===== config.mk =====
export PLATFORM = sky130hd
export DESIGN_NAME = mul_div_unit_flat
export DESIGN_NICKNAME = d
export VERILOG_FILES = /design/src/rtl/mul_div_unit_if.sv /design/src/rtl/mul_div_unit.sv /design/src/flat_wrapper.sv
export SDC_FILE = /design/constraint.sdc
export NUM_CORES = 1
export LEC_CHECK = 0
export CAP_MARGIN = 25
export CELL_PAD_IN_SITES_DETAIL_PLACEMENT = 1
export CELL_PAD_IN_SITES_GLOBAL_PLACEMENT = 1
export CORE_MARGIN = 8
export CORE_UTILIZATION = 45
export DETAILED_ROUTE_END_ITERATION = 12
export PLACE_DENSITY = 0.9
export SLEW_MARGIN = 10
export SYNTH_ARGS = -nofsm -noshare
export SYNTH_HDL_FRONTEND = slang
export SYNTH_SLANG_ARGS = --single-unit

===== constraint.sdc =====
create_clock -name clk -period 4.9 [get_ports clk]
set_clock_uncertainty 0.2 [all_clocks]
set_input_delay 0.49 -clock clk [delete_from_list [all_inputs] [get_ports clk]]
set_output_delay 0.49 -clock clk [all_outputs]
set_load 0.01 [all_outputs]

===== src/rtl/mul_div_unit_if.sv =====
// Execute-stage handshake between the pipeline and the iterative multiply/divide unit.
// The pipeline drives the master side; the unit implements the slave side.
interface mul_div_unit_if #(
    parameter int WIDTH = 64
) ();
    logic             valid;
    logic [2:0]       op;
    logic [WIDTH-1:0] a;
    logic [WIDTH-1:0] b;
    logic             hold;
    logic             flush;
    logic             stall_mult;
    logic             done;
    logic [WIDTH-1:0] result;

    modport master (
        output valid, op, a, b, hold, flush,
        input  stall_mult, done, result
    );

    modport slave (
        input  valid, op, a, b, hold, flush,
        output stall_mult, done, result
    );
endinterface


===== src/rtl/mul_div_unit.sv =====
// Iterative RV64M multiply/divide unit: shift-add multiply and restoring divide,
// one bit per cycle, with RISC-V divide-by-zero results and sign fix-up on completion.
module mul_div_unit #(
    parameter int WIDTH = 64,
    parameter int CNT_W = 7
) (
    input  logic         clk,
    input  logic         reset,
    mul_div_unit_if.slave md_if
);

    typedef enum logic [1:0] {
        S_IDLE = 2'd0,
        S_BUSY = 2'd1,
        S_DONE = 2'd2
    } state_e;

    localparam logic [2:0] OP_DIV  = 3'd1;
    localparam logic [2:0] OP_DIVU = 3'd2;
    localparam logic [2:0] OP_REM  = 3'd3;
    localparam logic [2:0] OP_REMU = 3'd4;

    localparam logic [CNT_W-1:0] LAST_ITER = CNT_W'(WIDTH - 1);

    state_e           state_q, state_d;
    logic [2:0]       op_q, op_d;
    logic [WIDTH-1:0] opa_q, opa_d;   // multiplicand or dividend
    logic [WIDTH-1:0] opb_q, opb_d;   // multiplier or divisor
    logic [WIDTH-1:0] acc_q, acc_d;   // product or quotient
    logic [WIDTH-1:0] rem_q, rem_d;
    logic [CNT_W-1:0] cnt_q, cnt_d;
    logic             neg_quo_q, neg_quo_d;
    logic             neg_rem_q, neg_rem_d;

    // Decode of the incoming instruction, used only on the start cycle.
    logic             in_div, in_signed, a_neg, b_neg, b_zero;
    logic [WIDTH-1:0] a_mag, b_mag;

    always_comb begin
        in_div    = (md_if.op == OP_DIV) || (md_if.op == OP_DIVU) ||
                    (md_if.op == OP_REM) || (md_if.op == OP_REMU);
        in_signed = (md_if.op == OP_DIV) || (md_if.op == OP_REM);
        a_neg     = in_signed && md_if.a[WIDTH-1];
        b_neg     = in_signed && md_if.b[WIDTH-1];
        a_mag     = a_neg ? -md_if.a : md_if.a;
        b_mag     = b_neg ? -md_if.b : md_if.b;
        b_zero    = (md_if.b == '0);
    end

    // Decode of the latched operation; reserved encodings fall through to MUL.
    logic q_is_div, q_is_rem;

    always_comb begin
        q_is_div = (op_q == OP_DIV) || (op_q == OP_DIVU) ||
                   (op_q == OP_REM) || (op_q == OP_REMU);
        q_is_rem = (op_q == OP_REM) || (op_q == OP_REMU);
    end

    // Restoring-divide step: the shifted partial remainder needs one extra bit
    // for the compare, but after the conditional subtract it always fits WIDTH bits.
    logic [WIDTH:0] rem_shift, rem_sub;
    logic           rem_ge;

    always_comb begin
        rem_shift = {rem_q, opa_q[WIDTH-1]};
        rem_ge    = rem_shift >= {1'b0, opb_q};
        rem_sub   = rem_shift - {1'b0, opb_q};
    end

    logic stall_raw, done_raw;

    // NOTE: every signal driven here gets a default first, so no path can leave
    // it unassigned and infer a latch.
    always_comb begin
        state_d   = state_q;
        op_d      = op_q;
        opa_d     = opa_q;
        opb_d     = opb_q;
        acc_d     = acc_q;
        rem_d     = rem_q;
        cnt_d     = cnt_q;
        neg_quo_d = neg_quo_q;
        neg_rem_d = neg_rem_q;
        stall_raw = 1'b0;
        done_raw  = 1'b0;

        unique case (state_q)
            S_IDLE: begin
                if (md_if.valid && !md_if.flush) begin
                    stall_raw = 1'b1;
                    op_d      = md_if.op;
                    acc_d     = '0;
                    rem_d     = '0;
                    cnt_d     = '0;
                    if (in_div && b_zero) begin
                        // Divide by zero: quotient all ones, remainder is the dividend.
                        opa_d     = md_if.a;
                        opb_d     = md_if.b;
                        acc_d     = '1;
                        rem_d     = md_if.a;
                        neg_quo_d = 1'b0;
                        neg_rem_d = 1'b0;
                        state_d   = S_DONE;
                    end else begin
                        opa_d     = a_mag;
                        opb_d     = b_mag;
                        neg_quo_d = a_neg ^ b_neg;
                        neg_rem_d = a_neg;
                        state_d   = S_BUSY;
                    end
                end
            end

            S_BUSY: begin
                stall_raw = 1'b1;
                cnt_d     = cnt_q + 1'b1;
                if (q_is_div) begin
                    rem_d = rem_ge ? rem_sub[WIDTH-1:0] : rem_shift[WIDTH-1:0];
                    acc_d = {acc_q[WIDTH-2:0], rem_ge};
                    opa_d = opa_q << 1;
                end else begin
                    if (opb_q[0]) begin
                        acc_d = acc_q + opa_q;
                    end
                    opa_d = opa_q << 1;
                    opb_d = opb_q >> 1;
                end
                if (cnt_q == LAST_ITER) begin
                    state_d = S_DONE;
                end
            end

            S_DONE: begin
                done_raw = 1'b1;
                if (!md_if.hold) begin
                    state_d = S_IDLE;
                end
            end

            default: begin
                state_d = S_IDLE;
            end
        endcase

        // Flush aborts whatever is in flight and silences the outputs this cycle.
        if (md_if.flush) begin
            state_d   = S_IDLE;
            stall_raw = 1'b0;
            done_raw  = 1'b0;
        end
    end

    logic [WIDTH-1:0] quo_fixed, rem_fixed;

    always_comb begin
        quo_fixed = neg_quo_q ? -acc_q : acc_q;
        rem_fixed = neg_rem_q ? -rem_q : rem_q;
    end

    // Outputs are also gated by reset so they drop the moment reset asserts,
    // even while a valid instruction is still presented.
    assign md_if.stall_mult = reset && stall_raw;
    assign md_if.done       = reset && done_raw;
    assign md_if.result     = (reset && done_raw) ? (q_is_rem ? rem_fixed : quo_fixed) : '0;

    // NOTE: sequential state uses non-blocking assignments so every register
    // samples the pre-edge values; the datapath registers are reset too, giving
    // a fully defined state with no dependence on an in-flight operation.
    always_ff @(posedge clk or negedge reset) begin
        if (!reset) begin
            state_q   <= S_IDLE;
            op_q      <= '0;
            opa_q     <= '0;
            opb_q     <= '0;
            acc_q     <= '0;
            rem_q     <= '0;
            cnt_q     <= '0;
            neg_quo_q <= 1'b0;
            neg_rem_q <= 1'b0;
        end else begin
            state_q   <= state_d;
            op_q      <= op_d;
            opa_q     <= opa_d;
            opb_q     <= opb_d;
            acc_q     <= acc_d;
            rem_q     <= rem_d;
            cnt_q     <= cnt_d;
            neg_quo_q <= neg_quo_d;
            neg_rem_q <= neg_rem_d;
        end
    end

endmodule

===== src/flat_wrapper.sv =====
// flat-port wrapper written by rule: the top's interface ports become plain ports
module mul_div_unit_flat 
#(
    parameter int WIDTH = 64,
    parameter int CNT_W = 7
)
  (clk, reset, md_if_valid, md_if_op, md_if_a, md_if_b, md_if_hold, md_if_flush, md_if_stall_mult, md_if_done, md_if_result);
  mul_div_unit_if #(.WIDTH(WIDTH)) md_if_i ();
  input  logic clk;
  input  logic reset;
  input wire logic [$bits(md_if_i.valid)-1:0] md_if_valid;
  input wire logic [$bits(md_if_i.op)-1:0] md_if_op;
  input wire logic [$bits(md_if_i.a)-1:0] md_if_a;
  input wire logic [$bits(md_if_i.b)-1:0] md_if_b;
  input wire logic [$bits(md_if_i.hold)-1:0] md_if_hold;
  input wire logic [$bits(md_if_i.flush)-1:0] md_if_flush;
  output wire logic [$bits(md_if_i.stall_mult)-1:0] md_if_stall_mult;
  output wire logic [$bits(md_if_i.done)-1:0] md_if_done;
  output wire logic [$bits(md_if_i.result)-1:0] md_if_result;
  assign md_if_i.valid = md_if_valid;
  assign md_if_i.op = md_if_op;
  assign md_if_i.a = md_if_a;
  assign md_if_i.b = md_if_b;
  assign md_if_i.hold = md_if_hold;
  assign md_if_i.flush = md_if_flush;
  assign md_if_stall_mult = md_if_i.stall_mult;
  assign md_if_done = md_if_i.done;
  assign md_if_result = md_if_i.result;
  mul_div_unit #(.WIDTH(WIDTH), .CNT_W(CNT_W)) u_core (.clk(clk), .reset(reset), .md_if(md_if_i));
endmodule

**Word-level counts from Yosys, hierarchy flattened**

Cells that the tools add are included.

- Flip-flop bits (word level): 270
- Input port bits: 136
- Output and inout bits: 66
- Word-level logic and storage cells: 98

- $add $sub $neg: 7
- $lt $le $gt $ge: 1
- Eq/ne operators: 18
- Mux-type cells: 38
- Bitwise gates (word level): 1
- Reduce and logical (&&, ||, !) cells: 24

Operators with widths:

| cell | number |
|---|---|
| $mux W64 | 19 |
| $pmux W64 S2 | 4 |
| $neg A64 Y64 | 4 |
| $ge A65 B64 Y1 | 1 |
| $add A64 B64 Y64 | 1 |
| $logic_not A64 Y1 | 1 |
| $sub A64 B64 Y64 | 1 |
| $pmux W7 S2 | 1 |
| $eq A3 B2 Y1 const B | 4 |
| $reduce_and A3 Y1 | 4 |
| $mux W2 | 5 |
| $logic_or A1 B1 Y1 | 8 |
| $add A7 B1 Y7 const B | 1 |
| $eq A7 B6 Y1 const B | 1 |
| $mux W7 | 1 |
| $eq A3 B1 Y1 const B | 2 |
| $eq A3 B3 Y1 const B | 2 |
| $logic_and A1 B1 Y1 | 6 |
| $mux W1 | 6 |
| $ne A3 B2 Y1 const B | 2 |
| $pmux W2 S3 | 1 |
| $ne A2 B1 Y1 const B | 2 |
| $reduce_and A2 Y1 | 2 |
| $ne A3 B1 Y1 const B | 1 |
| other kinds (9) | 9 |

**Longest topological paths before layout**

- Depth after elaboration: 9
- Gate-level depth with buffers: 16
- Depth with buffers taken out: 16

**Worst setup path before layout**

OpenSTA, ideal clock, no wires.

- Kind: register -> output
- From: reg u_core.acc_q[9]
- To: out md_if_result[57]
- Arrival time: 3.900 ns
- Required time: 4.210 ns
- Setup slack: 0.310 ns
- Cell stages (with the launch flop): 13
- Buffers on the path: 1
- Path through: dfrtp_1 -> or3_1 -> or3_4 -> or4_1 -> or3_4 -> or3_4 -> or4_4 -> or2_1 -> buf_6 -> o31ai_2 -> xnor2_1 -> nor2_1 -> a211oi_1

- Word-level cells in the longest chain between the ends: 4

Ends and longest elaborated chain:

| item | RTL line | text |
|---|---|---|
| start: declaration | mul_div_unit.sv:29 | `logic [WIDTH-1:0] acc_q, acc_d;` |
| start signal: assignment | mul_div_unit.sv:175 | `acc_q <= '0;` |
| start signal: assignment | mul_div_unit.sv:185 | `acc_q <= acc_d;` |
| $neg A64 Y64 | mul_div_unit.sv:156 | `quo_fixed = neg_quo_q ? -acc_q : acc_q;` |
| $mux W64 | mul_div_unit.sv:156 |  |
| $mux W64 (2 in a row) | mul_div_unit.sv:164 | `assign md_if.result = (reset && done_raw) ? (q_is_rem ? rem_fixed : quo_fixed) : '0;` |
| end: declaration | flat_wrapper.sv:19 | `output wire logic [$bits(md_if_i.result)-1:0] md_if_result;` |

Every way passes these cells.

**Final worst setup path**

- From: reg u_core.acc_q[3]
- To: out md_if_result[49]

Same word-level chain as after synthesis.

==> summary.txt <==
Run status
  • Outcome: complete, but fails checks
  • Failing checks: negative setup slack

Layout
  • Area of the multi-input gates: around 19000 µm²
  • Share of post-route cells with drive strength above 1: between 10% and 20%
  • Area growth syn-to-layout: 20.6%
  • Fill cells: 7199
  • FF/Latch Area: about 6800 µm²
  • Non-Filler Instances: around 4.6k
  • Nets@finish: 4051
  • Finished Core Util: a little under three fifths

Worst setup path
  • Critical path fanouts, max: 7
  • Most used cell, CP: or4_4
  • Worst setup EP type: output pin
  • Critical Path Stages: 12
  • WP data required: about 4200 ps
  • CP max stage delay: 570 ps
  • FF-to-FF path depth: 16
  • CP max stage cell: or4_4
  • WP buf/inv: 1
  • Crit path kind: reg -> out
  • Crit-path leading delay family: simple AND/OR/NAND/NOR gates
  • Worst path cell trace: or4_4 -> nor2_4 -> nand2_2 -> or4_4 -> or3_4 -> or3_4 -> or4_4 -> or2_4 -> o41ai_4 -> xor2_1 -> a211oi_2 -> buf_2
  • Critical path arrival: about 4700 ps
  • CP startpoint kind: register

GRT
  • Largest net degree at the start of global routing: approximately 170
  • Total grt overflow: 0
  • Global-route wire length before repair: between 150 and 200 mm
  • Via count of the first global-routing pass: ~30k
  • GRT Total Usage: 31.5%
  • Initial antenna violation count: 17

Route
  • ANT nets after route: 0
  • Via density: approximately 6.4
  • Drt pass-1 iters: 6
  • Final WL: between 100 and 150 mm
  • Via Count: a little under 30k
  • Drt first-iter violations: between 2k and 3k
  • Drt drc: 0
  • Avg WL per Cell: approximately 24 µm

Timing
  • Period utilisation layout: 110%
  • Rel. slew slack: approximately 28%
  • Final max-slew violation count: 0
  • Final worst slack: -498 ps
  • Final hold violations: 0
  • RSZ-0062 raised after global routing: true
  • Final min period: about 5400 ps
  • Fmax: 185 MHz
  • Hold_ws: 111 ps
  • Setup TNS: -8430 ps
  • Worst-Margin Slew: ~1100 ps
  • # setup viols final: 25

Pwr
  • Power share of the combinational group: between 70% and 80%
  • Sw Share: 54.5%
  • Sw power: 13900 µW
  • PwrDens: around 800 nW/µm²
  • Pint: 11600 µW
  • Worst-case vdd ir drop: approximately 0.38 mV
  • Clock share of power: 10.1%
  • Seq pwr share: approximately 18%
  • Pleak: about 0.013 µW

Yosys
  • Flip-flop and latch count after synthesis: 270
  • Post-synth top flop: dfrtp_1
  • Synth Net Count: 3828
  • Ranking of synthesized cells by area: dfrtp_1, a21oi_1, o21ai_0
  • EDFF count, synth: 0
  • Library cells used by synthesis: ~80
  • Post-Syn Area per Cell: 7.41 µm²
  • Top cell type's share of synthesized area: between 20% and 30%
  • Synth area leader: dfrtp_1
  • Asr flop ratio synth: 100%
  • Warning count from the yosys run: 0
  • Post-Syn Area: approximately 26000 µm²
  • Post-synthesis sequential area ratio: about 26%
  • Cell count after synthesis: approximately 3.6k

Placement
  • HPWL Detailed: around 84 mm
  • RD Place Congestion: slightly below 1
  • Number of buffers added on ports: approximately 200
  • DP Cell Count: between 4k and 5k

CTS
  • Worst skew pair latency: 600 ps
  • Number of CTS-inserted buffers: 31
  • CTS root buf: clkbuf_16
  • CTS Buffer Depth: 3
  • CTS tree: done
  • Clock transition at the registers of the reported paths: approximately 70 ps
  • Max H-tree Level: 1
  • Clock sinks: 270

Floorplan
  • Die area: 66600 µm²
  • Chip width: ~260 µm
  • Io pins: around 200
  • Die height: ~260 µm
  • Core Rows: 88
  • Core Footprint: about 58000 µm²
  • Starting density of the core: between 40% and 50%

Job
  • Maxcap violations: 0

Min path
  • Hold WC Path Type: in -> async
sequential cells by signal (all words and copies together) (netlist names):
register,cells
u_core.op_q,3
u_core.cnt_q,7
u_core.neg_rem_q,1
u_core.acc_q,64
u_core.opb_q,64
u_core.opa_q,64
u_core.neg_quo_q,1
u_core.state_q,2
u_core.rem_q,64
cell usage after synthesis, drive strengths merged (56+ instances only):
| cell type | count |
|---|---|
| nand3 | 56 |
| clkbuf | 209 |
| or3 | 63 |
| xnor2 | 164 |
| o21ai | 388 |
| xor2 | 193 |
| a211oi | 85 |
| a31oi | 64 |
| a22oi | 61 |
| a21o | 81 |
| nor2 | 373 |
| dfrtp | 270 |
| a21oi | 396 |
| nand2 | 363 |
| ha | 132 |
| o31ai | 79 |
| inv | 116 |
layout make-up:
class / instances / share of cell area, %
Multi-Input combinational cell: 2942 / 59.3
Sequential cell: 270 / 21.2
Timing Repair Buffer: 420 / 11.5
Tap cell: 765 / 3.01
Clock buffer: 42 / 2.79
Inverter: 116 / 1.37
Clock inverter: 15 / 0.669
Antenna cell: 9 / 0.0708
cells by family (layout without fill, tap and decap cells):
| group | after synthesis | after routing | share of synthesized area [%] |
|---|---|---|---|
| mux | 11 | 11 | 0.427 |
| other cells | 0 | 9 | 0 |
| simple gates | 1098 | 1098 | 19.3 |
| compound gates | 1342 | 1342 | 31.4 |
| buf+inv | 346 | 593 | 5.00 |
| xor+xnor | 357 | 357 | 11.9 |
| flops | 270 | 270 | 25.6 |
| fa+ha+maj | 134 | 134 | 6.41 |
worst paths after layout:
kind	from	end	slack, ps
worst max-delay path	u_core.acc_q[3]$_DFFE_PN0P_	md_if_result[49]	-500
worst min-delay path	reset	u_core.opb_q[59]$_DFFE_PN0P_	110
worst max register to register	u_core.opa_q[0]$_DFFE_PN0P_	u_core.acc_q[56]$_DFFE_PN0P_	100
worst min register to register	u_core.cnt_q[6]$_DFFE_PN0P_	u_core.cnt_q[6]$_DFFE_PN0P_	300
max in group asynchronous	reset	u_core.neg_rem_q$_DFFE_PN0P_	2350
min in group clk	md_if_op[1]	u_core.op_q[1]$_DFFE_PN0P_	290
cell usage in the layout (no fill, tap or decap), drive strengths merged, types with 8 or more instances in the layout:
| master | synthesis | layout |
|---|---|---|
| clkdlybuf4s50 | 0 | 160 |
| a31oi | 64 | 64 |
| o41ai | 30 | 30 |
| nor2 | 373 | 373 |
| o31ai | 79 | 79 |
| nand4 | 39 | 39 |
| and2 | 14 | 14 |
| ha | 132 | 132 |
| xnor2 | 164 | 164 |
| xor2 | 193 | 193 |
| mux2i | 9 | 9 |
| nand2b | 22 | 22 |
| nor4 | 23 | 23 |
| nand3 | 56 | 56 |
| diode | 0 | 9 |
| o21ai | 388 | 388 |
| or3 | 63 | 63 |
| dfrtp | 270 | 270 |
| a221oi | 17 | 17 |
| o211ai | 28 | 28 |
| and3 | 26 | 26 |
| nor2b | 15 | 15 |
| nand2 | 363 | 363 |
| a21oi | 396 | 396 |
| a22oi | 61 | 61 |
| a21o | 81 | 81 |
| o21bai | 25 | 25 |
| clkbuf | 209 | 44 |
| a211o | 8 | 8 |
| inv | 116 | 117 |
| or4 | 29 | 29 |
| or2 | 17 | 17 |
| o21a | 10 | 10 |
| buf | 21 | 245 |
| a211oi | 85 | 85 |
| nor3 | 36 | 36 |
metrics by stage:
stage / setup slack, ps / cell area (µm²) / power [µW]
2_1_floorplan: 310 / 26400 / 16100
3_3_place_gp: -245 / 30200 / 21000
3_5_place_dp: -389 / 30200 / 21800
4_1_cts: -345 / 31600 / 24800
5_1_grt: -567 / 31800 / 27100
6_report: -498 / 31800 / 25500
power groups by stage:
| stage | clock network (µW) | registers, µW | logic, µW |
|---|---|---|---|
| 6_report | 2570 | 4640 | 18300 |
| 5_1_grt | 2650 | 4710 | 19800 |
| 4_1_cts | 2580 | 4550 | 17700 |
| 3_5_place_dp | 0 | 4540 | 17300 |
| 3_3_place_gp | 0 | 4460 | 16600 |
| 2_1_floorplan | 0 | 4230 | 11900 |
per-layer routing:
metal,up-vias,wire [µm],part of all wire (%),global-route usage (%)
met5,-,110,0.098,0
met4,16,5230,4.7,13.6
met3,317,10500,9.4,6.33
met2,1342,49900,45,49.2
met1,14419,46100,41,42.1
li1,13352,-,-,-
repair_timing:
item,CTS,global route
hold endpoints to repair,13,0
gates resized for setup,184,48
buffers inserted,14,6
hold buffers,1,0
pin swaps,56,34
setup endpoints to repair,43,44
Power figures use the tool's default switching activity.
